`src/rtl/bcd_to_binary_transcoder_if.sv`:
```
// ---------------------------------------------------------------------------
// bcd_to_binary_transcoder_if
//   Handshake bundle for the BCD-to-binary transcoder.
//   Request side : in (packed BCD, digit 0 in [3:0]), in_valid, in_ready
//   Result side  : out, out_valid, out_ready, overflow, digit_err
//   master modport = the client that supplies BCD and consumes results,
//   slave modport  = the transcoder itself.
// ---------------------------------------------------------------------------
interface bcd_to_binary_transcoder_if #(
    parameter int WIDTH = 16
);
    // Decimal digits in 2^WIDTH-1: floor(WIDTH*log10(2))+1, exact for 2..31
    localparam int IN_DIGITS = (WIDTH * 30103) / 100000 + 1;
    localparam int IN_WIDTH  = 4 * IN_DIGITS;

    logic [IN_WIDTH-1:0] in;
    logic                in_valid;
    logic                in_ready;
    logic [WIDTH-1:0]    out;
    logic                out_valid;
    logic                out_ready;
    logic                overflow;
    logic                digit_err;

    modport master (
        output in, in_valid, out_ready,
        input  in_ready, out, out_valid, overflow, digit_err
    );

    modport slave (
        input  in, in_valid, out_ready,
        output in_ready, out, out_valid, overflow, digit_err
    );
endinterface

```
`src/rtl/bcd_to_binary_transcoder.sv`:
```
// ---------------------------------------------------------------------------
// bcd_to_binary_transcoder
//   Serial BCD-to-binary converter using reverse double-dabble: WIDTH
//   iterations of "shift {bcd,bin} right, then subtract 3 from every BCD
//   digit that reads >= 8". After WIDTH iterations bin holds value mod
//   2^WIDTH and the residual bcd register holds value >> WIDTH, so any
//   nonzero residue means overflow.
// Ports
//   clk      : rising-edge clock
//   reset_n  : asynchronous active-low reset
//   bus      : slave side of bcd_to_binary_transcoder_if (request + result)
// ---------------------------------------------------------------------------
module bcd_to_binary_transcoder #(
    parameter int WIDTH = 16
) (
    input  logic                          clk,
    input  logic                          reset_n,
    bcd_to_binary_transcoder_if.slave     bus
);
    localparam int IN_DIGITS = (WIDTH * 30103) / 100000 + 1;
    localparam int IN_WIDTH  = 4 * IN_DIGITS;
    localparam int CNT_W     = $clog2(WIDTH + 1);

    typedef enum logic [1:0] {IDLE, BUSY, DONE} state_t;

    state_t              state_q, state_d;
    logic [IN_WIDTH-1:0] bcd_q, bcd_d;
    logic [WIDTH-1:0]    bin_q, bin_d;
    logic [CNT_W-1:0]    cnt_q, cnt_d;
    logic                err_pend_q, err_pend_d;
    logic [WIDTH-1:0]    out_q, out_d;
    logic                overflow_q, overflow_d;
    logic                digit_err_q, digit_err_d;

    logic                in_err;
    logic [IN_WIDTH-1:0] bcd_shift;
    logic [IN_WIDTH-1:0] bcd_step;
    logic [WIDTH-1:0]    bin_step;

    // Any nibble above 9 marks the incoming word as malformed BCD
    always_comb begin
        in_err = 1'b0;
        for (int i = 0; i < IN_DIGITS; i++) begin
            if (bus.in[4*i +: 4] > 4'd9) begin
                in_err = 1'b1;
            end
        end
    end

    // One iteration: a digit's bit 3 set after the shift came from the LSB of
    // the digit above, worth 5 here rather than 8, hence the -3 correction
    always_comb begin
        {bcd_shift, bin_step} = {bcd_q, bin_q} >> 1;
        bcd_step = bcd_shift;
        for (int i = 0; i < IN_DIGITS; i++) begin
            if (bcd_shift[4*i + 3]) begin
                bcd_step[4*i +: 4] = bcd_shift[4*i +: 4] - 4'd3;
            end
        end
    end

    // Next-state and datapath control; the result registers are written only
    // on the edge that finishes the last iteration
    always_comb begin
        state_d     = state_q;
        bcd_d       = bcd_q;
        bin_d       = bin_q;
        cnt_d       = cnt_q;
        err_pend_d  = err_pend_q;
        out_d       = out_q;
        overflow_d  = overflow_q;
        digit_err_d = digit_err_q;
        case (state_q)
            IDLE: begin
                if (bus.in_valid) begin
                    bcd_d      = bus.in;
                    bin_d      = '0;
                    cnt_d      = '0;
                    err_pend_d = in_err;
                    state_d    = BUSY;
                end
            end
            BUSY: begin
                bcd_d = bcd_step;
                bin_d = bin_step;
                cnt_d = cnt_q + CNT_W'(1);
                if (cnt_q == CNT_W'(WIDTH - 1)) begin
                    out_d       = err_pend_q ? '0 : bin_step;
                    overflow_d  = !err_pend_q && (|bcd_step);
                    digit_err_d = err_pend_q;
                    state_d     = DONE;
                end
            end
            DONE: begin
                if (bus.out_ready) begin
                    state_d = IDLE;
                end
            end
            default: begin
                state_d = IDLE;
            end
        endcase
    end

    // State and datapath registers
    always_ff @(posedge clk or negedge reset_n) begin
        if (!reset_n) begin
            state_q     <= IDLE;
            bcd_q       <= '0;
            bin_q       <= '0;
            cnt_q       <= '0;
            err_pend_q  <= 1'b0;
            out_q       <= '0;
            overflow_q  <= 1'b0;
            digit_err_q <= 1'b0;
        end else begin
            state_q     <= state_d;
            bcd_q       <= bcd_d;
            bin_q       <= bin_d;
            cnt_q       <= cnt_d;
            err_pend_q  <= err_pend_d;
            out_q       <= out_d;
            overflow_q  <= overflow_d;
            digit_err_q <= digit_err_d;
        end
    end

    assign bus.in_ready  = (state_q == IDLE);
    assign bus.out_valid = (state_q == DONE);
    assign bus.out       = out_q;
    assign bus.overflow  = overflow_q;
    assign bus.digit_err = digit_err_q;
endmodule

```
`src/flat_wrapper.sv`:
```
// flat-port wrapper written by rule: the top's interface ports become plain ports
module bcd_to_binary_transcoder_flat 
#(
    parameter int WIDTH = 16
)
  (clk, reset_n, bus_in, bus_in_valid, bus_out_ready, bus_in_ready, bus_out, bus_out_valid, bus_overflow, bus_digit_err);
  bcd_to_binary_transcoder_if #(.WIDTH(WIDTH)) bus_i ();
  input  logic clk;
  input  logic reset_n;
  input wire logic [$bits(bus_i.in)-1:0] bus_in;
  input wire logic [$bits(bus_i.in_valid)-1:0] bus_in_valid;
  input wire logic [$bits(bus_i.out_ready)-1:0] bus_out_ready;
  output wire logic [$bits(bus_i.in_ready)-1:0] bus_in_ready;
  output wire logic [$bits(bus_i.out)-1:0] bus_out;
  output wire logic [$bits(bus_i.out_valid)-1:0] bus_out_valid;
  output wire logic [$bits(bus_i.overflow)-1:0] bus_overflow;
  output wire logic [$bits(bus_i.digit_err)-1:0] bus_digit_err;
  assign bus_i.in = bus_in;
  assign bus_i.in_valid = bus_in_valid;
  assign bus_i.out_ready = bus_out_ready;
  assign bus_in_ready = bus_i.in_ready;
  assign bus_out = bus_i.out;
  assign bus_out_valid = bus_i.out_valid;
  assign bus_overflow = bus_i.overflow;
  assign bus_digit_err = bus_i.digit_err;
  bcd_to_binary_transcoder #(.WIDTH(WIDTH)) u_core (.clk(clk), .reset_n(reset_n), .bus(bus_i));
endmodule
```
`config.mk`:
```
export PLATFORM = sky130hd
export DESIGN_NAME = bcd_to_binary_transcoder_flat
export DESIGN_NICKNAME = d
export VERILOG_FILES = /design/src/rtl/bcd_to_binary_transcoder_if.sv /design/src/rtl/bcd_to_binary_transcoder.sv /design/src/flat_wrapper.sv
export SDC_FILE = /design/constraint.sdc
export NUM_CORES = 1
export LEC_CHECK = 0
export BUFFER_PORTS_ARGS = -buffer_cell sky130_fd_sc_hd__buf_2
export CORE_ASPECT_RATIO = 0.7
export CORE_MARGIN = 5
export CORE_UTILIZATION = 55
export CTS_CLUSTER_SIZE = 28
export DETAILED_ROUTE_END_ITERATION = 6
export PLACE_DENSITY_LB_ADDON = 0.15
export SYNTH_ARGS = -nofsm -noshare
export SYNTH_HDL_FRONTEND = slang
export SYNTH_SLANG_ARGS = --single-unit
```
`constraint.sdc`:
```
create_clock -name clk -period 2.02 [get_ports clk]
set_input_delay 0.303 -clock clk [delete_from_list [all_inputs] [get_ports clk]]
set_output_delay 0.303 -clock clk [all_outputs]
set_load 0.01 [all_outputs]
```
Word-level counts from Yosys, hierarchy flattened. Cells that the tools add are included.

Add/sub/neg operators: 5. $lt $le $gt $ge: 5. Equal/unequal tests: 6. Multiplexer cells: 20. Reduce and logical (&&, ||, !) cells: 9.

Operators with widths (number): 20-bit one-hot mux with 2 select lines (1); 16-bit two-way mux (2); 16-bit one-hot mux with 2 select lines (1); 4-bit greater-than comparator, second input constant (5); 20-bit two-way mux (1); 19-bit OR reduction (1); 4-bit two-way mux (4); 4-bit by 2-bit subtractor with 4-bit output, second input constant (4); 5-bit one-hot mux with 2 select lines (1); 2-bit two-way mux (3); 2-bit one-hot mux with 3 select lines (1); 2-bit AND reduction (3); 5-bit by 1-bit adder with 5-bit output, second input constant (1); 5-bit by 4-bit == test with 1-bit output, second input constant (1); 1-bit two-way mux (5); 5-bit two-way mux (1); 2-bit != test, second input constant (2); 3-bit AND reduction (1); 2-bit by 1-bit == test with 1-bit output, second input constant (1); 2-bit == test, second input constant (1); 2-bit logical NOT (1); 2-bit by 1-bit != test with 1-bit output, second input constant (1); 2-bit nonzero test (1); 1-bit logical AND (1); 1-bit logical NOT (1).

Register bits: 62. Bits of input ports: 24. Output and inout port bits: 20. Word-level logic and storage cells: 53.

Longest topological paths before layout. Gate-level depths: netlist (run 1).

Depth in word-level cells: 6. Gate-level depth with buffers: 7. Mapped depth without buffers: 6.

Worst setup path after synthesis (run 1). OpenSTA, ideal clock, no wires.

Kind: reg-to-reg. From: register u_core.cnt_q[0]. To: register u_core.digit_err_q, in the netlist u_core.bus.digit_err. Library setup time: 125 ps. Arrival time: 1451 ps. Data required time: 1895 ps. Slack: 445 ps. Cell stages (with the launch flop): 6. Buffers on the path: 0. Period minus slack after synthesis: 1575 ps. Path through: dfrtp_1 > ha_1 > and3_1 > ha_1 > nand2_1 > mux2_2.

Word-level cells in the longest chain between the ends: 2.

Ends and longest elaborated chain: start, declared (line bcd_to_binary_transcoder.sv:29) `logic [CNT_W-1:0] cnt_q, cnt_d;`; start signal, assigned (line bcd_to_binary_transcoder.sv:120) `cnt_q <= cnt_d;`; 5-bit by 4-bit == test with 1-bit output (line bcd_to_binary_transcoder.sv:87) `if (cnt_q == CNT_W'(WIDTH - 1)) begin`; 2-bit AND reduction (no source line); end signal, assigned (line bcd_to_binary_transcoder.sv:124) `digit_err_q <= digit_err_d;`; end, declared (line bcd_to_binary_transcoder.sv:33) `logic digit_err_q, digit_err_d;`.

No other way between the ends. A chain may end at the register's enable or synchronous reset.

Final worst setup path (run 1).
From: register u_core.cnt_q[0]. To: register u_core.out_q[1], in the netlist u_core.bus.out[1].

Word-level cells in the longest chain between the ends: 2.

Ends and longest elaborated chain: 5-bit by 4-bit == test with 1-bit output (line bcd_to_binary_transcoder.sv:87); 2-bit AND reduction (no source line); end signal, assigned (line bcd_to_binary_transcoder.sv:122) `out_q <= out_d;`; end, declared (line bcd_to_binary_transcoder.sv:31) `logic [WIDTH-1:0] out_q, out_d;`.

No other way between the ends.

==> metrics.md, run 1 <==
| Metric | Value |
|---|---|
| Reg-to-reg slack, setup | ~360 ps |
| Die width | roughly 96 µm |
| # diodes | 0 |
| Crit path capture | u_core.bus.out[1] |
| Worst R2R Start | u_core.cnt_q[0] |
| P_leak | roughly 1.6 nW |
| CTS tree | yes |
| Setup TNS | 0 ps |
| CP dominant cell by count | ha_1 |
| Final wirelength | roughly 6300 µm |
| CP Capture Type | flip-flop |
| Worst vdd rail ir drop | roughly 800 µV |
| Dpl hpwl | 4290 µm |
| Syn Area/Cell | between 9 and 10 µm² |
| Largest net degree at the start of global routing | 62 |
| Most common cell in the netlist | nand2_1 |
| Worst-case clock skew | ~5.3 ps |
| Nets@finish | 382 |
| Outcome | finished, final reports clean |
| Reg2reg end | u_core.bus.out[1] |
| RSZ-0062 raised after global routing | false |
| Initial Utilization | 0.559 |
| First-pass GRT wire length | roughly 10,000 µm |
| Prevailing post-synth register cell | dfrtp_1 |
| Initial antenna violation count | 0 |
| Row cnt | 22 |
| Clk sinks | 61 |
| Post-synth top cells | nand2_1, dfrtp_1, o21ai_0 |
| Synth Instances | 309 |
| Seq cells post-synth | approximately 60 |
| Core box area | slightly above 5000 µm² |
| Fmax | ~0.6 GHz |
| Routed Antenna Nets | 0 |
| Routability cong. | 0.810 |
| Yosys warnings | 0 |
| Leading area contributor after synthesis | dfrtp_1 |
| Synth async-reset ratio | 1.00 |
| Pwr dens | around 1600 nW/µm² |
| H-tree depth | 3 |
| Final hold vios | 0 |
| WL/cell | 14.8 µm |
| Vias | approximately 2,300 |
| Max Slew Vio Count | 0 |
| Chip height | a little over 70 µm |
| Pre-Repair DR Iteration Count | 5 |
| Share of layout cells above drive strength 1 | 0.196 |
| Post-Syn Area | around 2900 µm² |
| Crit Path Class | flip-flop to flip-flop |
| Crit-path max FO | 21 |
| Area Overhead vs Synth | 18.2% |
| Num ports | 44 |
| Setup crit start kind | flip-flop |
| Total Routing Usage GR | 0.200 |
| Slowest CP cell | dfrtp_1 |
| Vias in the first global route | about 2,100 |
| Yosys top cell area share | 0.531 |
| Placed cell area | about 3200 µm² |
| DR iter-0 viols | between 150 and 200 |
| Final setup fails | 0 |
| Number of synthesized flops with an enable pin | 0 |
| Unique masters post-synth | 35 |
| Crit-path cells | ha_1, and3_1, ha_1, nand2_1, buf_4, o21ai_0 |
| Synth area leaders | dfrtp_1, nand2_1, o21ai_0 |
| Worst-Margin Slew | slightly below 600 ps |
| Synthesized Nets | roughly 340 |
| Max Cap Viol | 0 |
| CTS Buffer Depth | 2 |
| Clock Latency Late Sink | 340 ps |
| R2R depth | 6 |
| Tmin final | around 1700 ps |
| CP arrival | 1880 ps |
| CP required | about 2200 ps |
| Part of the cycle the worst path needs | 0.822 |
| Vias/cell | between 5 and 6 |
| PortBufs | 43 |
| Sequential area share after synthesis | 0.531 |
| Post-route cell area | 3400 µm² |
| DRC Markers | 0 |
| Slowest stage delay, CP | between 400 and 500 ps |
| CTS root buffer | clkbuf_8 |
| Total grt overflow | 0 |
| Clock transition at path regs | roughly 70 ps |
| Die area | just under 7000 µm² |
| Max-slew headroom | 0.604 |
| CTS Buf Count | 9 |
| Crit path from | u_core.cnt_q[0] |
| Worst Hold Class | input pin to flip-flop |
==> per-layer routing <==
layer  track usage  vias to the layer above  part of all wire
met5             0                        -                 0
met2         0.274                       61              0.43
li1              -                     1144                 -
met4        0.0451                        0             0.010
met3        0.0743                        9             0.059
met1         0.300                     1100              0.50
==> stage by stage <==
step	instances	power, W	utilization	setup WS, ps	hold WS, ps
after floorplan	309	0.00357	-	445	7.41
after global placement	412	0.00407	0.617	413	338
after detailed placement	412	0.00415	0.617	369	337
after CTS	429	0.00531	0.660	354	126
after global routing	429	0.00569	0.660	219	132
final	429	0.00529	0.660	359	135
==> how the worst min path moves through the flow <==
stage	cells after the start	start	to	slack, ps
detailed placement	2	reset_n	u_core.bin_q[13]	340
global route	2	bus_out_ready	u_core.state_q[1]	130
floorplan	0	reset_n	u_core.bcd_q[0]	7
global placement	2	reset_n	u_core.bin_q[13]	340
finish	2	bus_out_ready	u_core.state_q[1]	140
CTS	2	bus_out_ready	u_core.state_q[1]	130
==> cell type report <==
class / count / area [µm²]
Clock buffer: 13 / 169
Tap cell: 72 / 90.1
Inverter: 4 / 15.0
Multi-Input combinational cell: 223 / 1240
Clock inverter: 3 / 42.5
Sequential cell: 61 / 1530
Timing Repair Buffer: 53 / 318
Fill cell: 438 / 1750
==> cells by family after synthesis <==
group	count (synthesis)	share of synthesized area
AO/OA/AOI/OAI	76	0.154
XOR/XNOR	9	0.0274
adder cells (fa/ha/maj)	6	0.0261
buffers and inverters	25	0.0383
flip-flops	61	0.531
multiplexers	5	0.0178
AND/OR/NAND/NOR	127	0.205
==> worst max-delay path, delay by kind of cell (launching register included) <==
family / cells / cell delay (ps)
AOI/OAI and AO/OA: 1 / 130
adders and majority gates: 2 / 430
buffers and inverters: 1 / 240
DFF: 1 / 420
and+or+nand+nor: 2 / 310
==> report_power, final <==
group | switching [W] | total [W] | internal (W)
clock | 0.000477 | 0.00115 | 0.000669
combinational | 0.00102 | 0.00194 | 0.000916
sequential | 0.000511 | 0.00220 | 0.00169
==> registers in the layout (all words and copies together) (netlist names) <==
signal                cells
u_core.bcd_q             20
u_core.bus.out           16
u_core.bin_q             15
u_core.cnt_q              5
u_core.state_q            2
u_core.bus.digit_err      1
u_core.bus.overflow       1
u_core.err_pend_q         1
==> cell usage in the layout, fill, tap and decap left out, types with 3 or more instances in the layout <==
| cell | instances |
|---|---|
| xnor2_1 | 8 |
| nand3_1 | 4 |
| dfrtp_1 | 61 |
| nor3_1 | 3 |
| clkbuf_8 | 12 |
| inv_1 | 4 |
| buf_2 | 43 |
| ha_1 | 6 |
| mux2i_1 | 4 |
| nand2_1 | 69 |
| buf_4 | 7 |
| nand2b_1 | 21 |
| o22ai_1 | 3 |
| a221o_1 | 8 |
| a21oi_1 | 3 |
| nor2_1 | 18 |
| a31oi_1 | 12 |
| o21ai_0 | 48 |
==> what timing repair did <==
item                      CTS  global route
gates resized for setup     0             0
buffers inserted            0             0
hold buffers                1             0
hold endpoints to repair   61             0
Note: power is estimated with default switching activity, not from simulation.
==> run 2: changes to the inputs <==
CORE_UTILIZATION = 51   (was 55)
clock period = 1.5 ns   (was 2.02 ns; I/O delays follow)
==> metrics.md, run 2 (synthesis results as in run 1) <==
| Metric | Value |
|---|---|
| Commonest non-fill, non-tap cell in the layout | nand2_1 |
| Slowest stage delay, CP | 410 ps (about the same) |
| Worst-case clock skew | 4.99 ps (-0.297 ps) |
| Worst vdd rail ir drop | 1140 µV (+44%) |
| Vias | 2,387 (+3.2%) |
| Outcome | finished, final reports clean |
| Most frequent cells in the layout | nand2_1, dfrtp_1, o21ai_0 |
| Tmin final | 1460 ps (-199 ps) |
| Vias/cell | 5.35 (-0.78%) |
| First-pass GRT wire length | 11,200 µm (+8.0%) |
| Setup crit start kind | flip-flop |
| CP required | 1720 ps (-520 ps) |
| Pre-Repair DR Iteration Count | 4 (-1) |
| Worst Hold Class | input pin to flip-flop |
| Worst R2R Start | u_core.cnt_q[0] |
| Biggest register | u_core.bcd_q |
| CTS root buffer | clkbuf_8 |
| CTS Buf Count | 9 (unchanged) |
| Max-slew headroom | 0.636 (+0.0323) |
| Crit Path Class | flip-flop to flip-flop |
| Number of flip-flops in the largest register | 20 (unchanged) |
| Crit path capture | u_core.bus.digit_err |
| Total grt overflow | 0 (unchanged) |
| Dpl hpwl | 4590 µm (+6.9%) |
| R2R depth | 5 (-1) |
| Routed Antenna Nets | 0 (unchanged) |
| Final wirelength | 6580 µm (+4.0%) |
| Final hold vios | 0 (unchanged) |
| Row cnt | 22 (unchanged) |
| CTS Buffer Depth | 2 (unchanged) |
| WL/cell | 14.8 µm (about the same) |
| Core box area | 5340 µm² (+3.7%) |
| CP Capture Type | flip-flop |
| Die width | 99.7 µm (+3.4%) |
| H-tree depth | 3 (unchanged) |
| Share of layout cells above drive strength 1 | 0.257 (+0.0606) |
| Reg-to-reg slack, setup | 40 ps (-320 ps) |
| CTS tree | yes |
| WHS | 102 ps (-33.9 ps) |
| Total Routing Usage GR | 0.199 (-0.00112) |
| Initial antenna violation count | 0 (unchanged) |
| Chip height | 72.8 µm (+3.3%) |
| Die area | 7260 µm² (+6.9%) |
| Part of the cycle the worst path needs | 0.975 (+0.152) |
| WHS Path Cells | 2 (unchanged) |
| Slowest CP cell | dfrtp_1 |
| Area Overhead vs Synth | 25.5% |
| DRC Markers | 0 (unchanged) |
| Dpl cells | 427 (+3.6%) |
| Initial Utilization | 0.538 (-0.0202) |
| PortBufs | 43 (unchanged) |
| P_leak | 1.68 nW (+7.3%) |
| Worst-Margin Slew | 546 ps (-47.8 ps) |
| Vias in the first global route | 2,272 (+7.4%) |
| # diodes | 0 (unchanged) |
| CP arrival | 1680 ps (-200 ps) |
| FILL cells | 432 (-1.4%) |
| Num ports | 44 (unchanged) |
| Clk sinks | 61 (unchanged) |
| Final setup fails | 0 (unchanged) |
| Reg2reg end | u_core.bus.digit_err |
| Pwr dens | 2100 nW/µm² (+35%) |
| Area occupied by multi-input gates | 1290 µm² (+4.0%) |
| Clock transition at path regs | 60 ps (about the same) |
| FF+latch area | 1530 µm² (about the same) |
| Crit-path max FO | 3 (-86%) |
| Fmax | 0.684 GHz (+14%) |
| Nets@finish | 399 (+4.5%) |
| Max Cap Viol | 0 (unchanged) |
| Largest net degree at the start of global routing | 48 (-23%) |
| Max Slew Vio Count | 0 (unchanged) |
| Routability cong. | 0.855 (+5.6%) |
| Clock Latency Late Sink | 330 ps (about the same) |
| Crit path from | u_core.cnt_q[0] |
| Crit-path cells | ha_4, and3_1, ha_2, nand2_4, mux2_4 |
| Finished Layout Cells | 446 (+4.0%) |
| DR iter-0 viols | 153 (-19%) |
## run 2: worst min path at each step
stage                  startpoint                end  slack (ps)
finish              bus_out_ready  u_core.state_q[1]         100
CTS                 bus_out_ready  u_core.state_q[1]         100
global route            bus_in[8]    u_core.bcd_q[8]         100
floorplan                 reset_n    u_core.bcd_q[0]         -70
detailed placement        reset_n    u_core.bin_q[1]         160
global placement          reset_n    u_core.bin_q[1]         160
## run 2: cell type report
type / instances / area share
clock inverter: 4 / 0.0125
multi-input combinational: 223 / 0.357
tap: 72 / 0.0250
inverter: 4 / 0.00416
clock buffer: 12 / 0.0458
sequential: 61 / 0.423
timing repair buffer: 70 / 0.132
## run 2: timing repair
item	in CTS	in global routing
hold buffers	1	0
endpoints found under the setup margin	3	13
setup buffers	0	2
endpoints found under the hold margin	14	0
pin swaps	0	2
gates resized for setup	4	12
## run 2: report_power, final
group	leakage [nW]	switching (W)	internal (W)	total (W)
Clock	0.112	0.000611	0.000894	0.00151
Combinational	0.790	0.00166	0.00157	0.00323
Sequential	0.781	0.000549	0.00228	0.00283
Total	1.68	0.00282	0.00474	0.00757
## run 2: critical path, delay by kind of cell (launching register included)
kind	cells	cell delay, ps
fa+ha+maj	2	370
simple gates	2	270
flops	1	410
mux	1	300
## run 2: metal layers
layer	GRT usage	vias to the layer above	routed length, µm
li1	-	1183	-
met2	0.285	83	2820
met1	0.289	1115	3220
met4	0.0364	0	49
met5	0	-	0
met3	0.0755	6	498
## run 2: metrics by stage
stage,setup TNS [ps],total power (W),worst slack [ps],area [µm²],utilization
2_1_floorplan,0,0.00482,1.17,2880,-
3_3_place_gp,-4.14,0.00583,-4.14,3310,0.619
3_5_place_dp,-22.6,0.00592,-19.9,3310,0.619
4_1_cts,0,0.00748,24.9,3540,0.664
5_1_grt,-1.42,0.00818,-1.42,3610,0.676
6_report,0,0.00757,38.1,3610,0.676
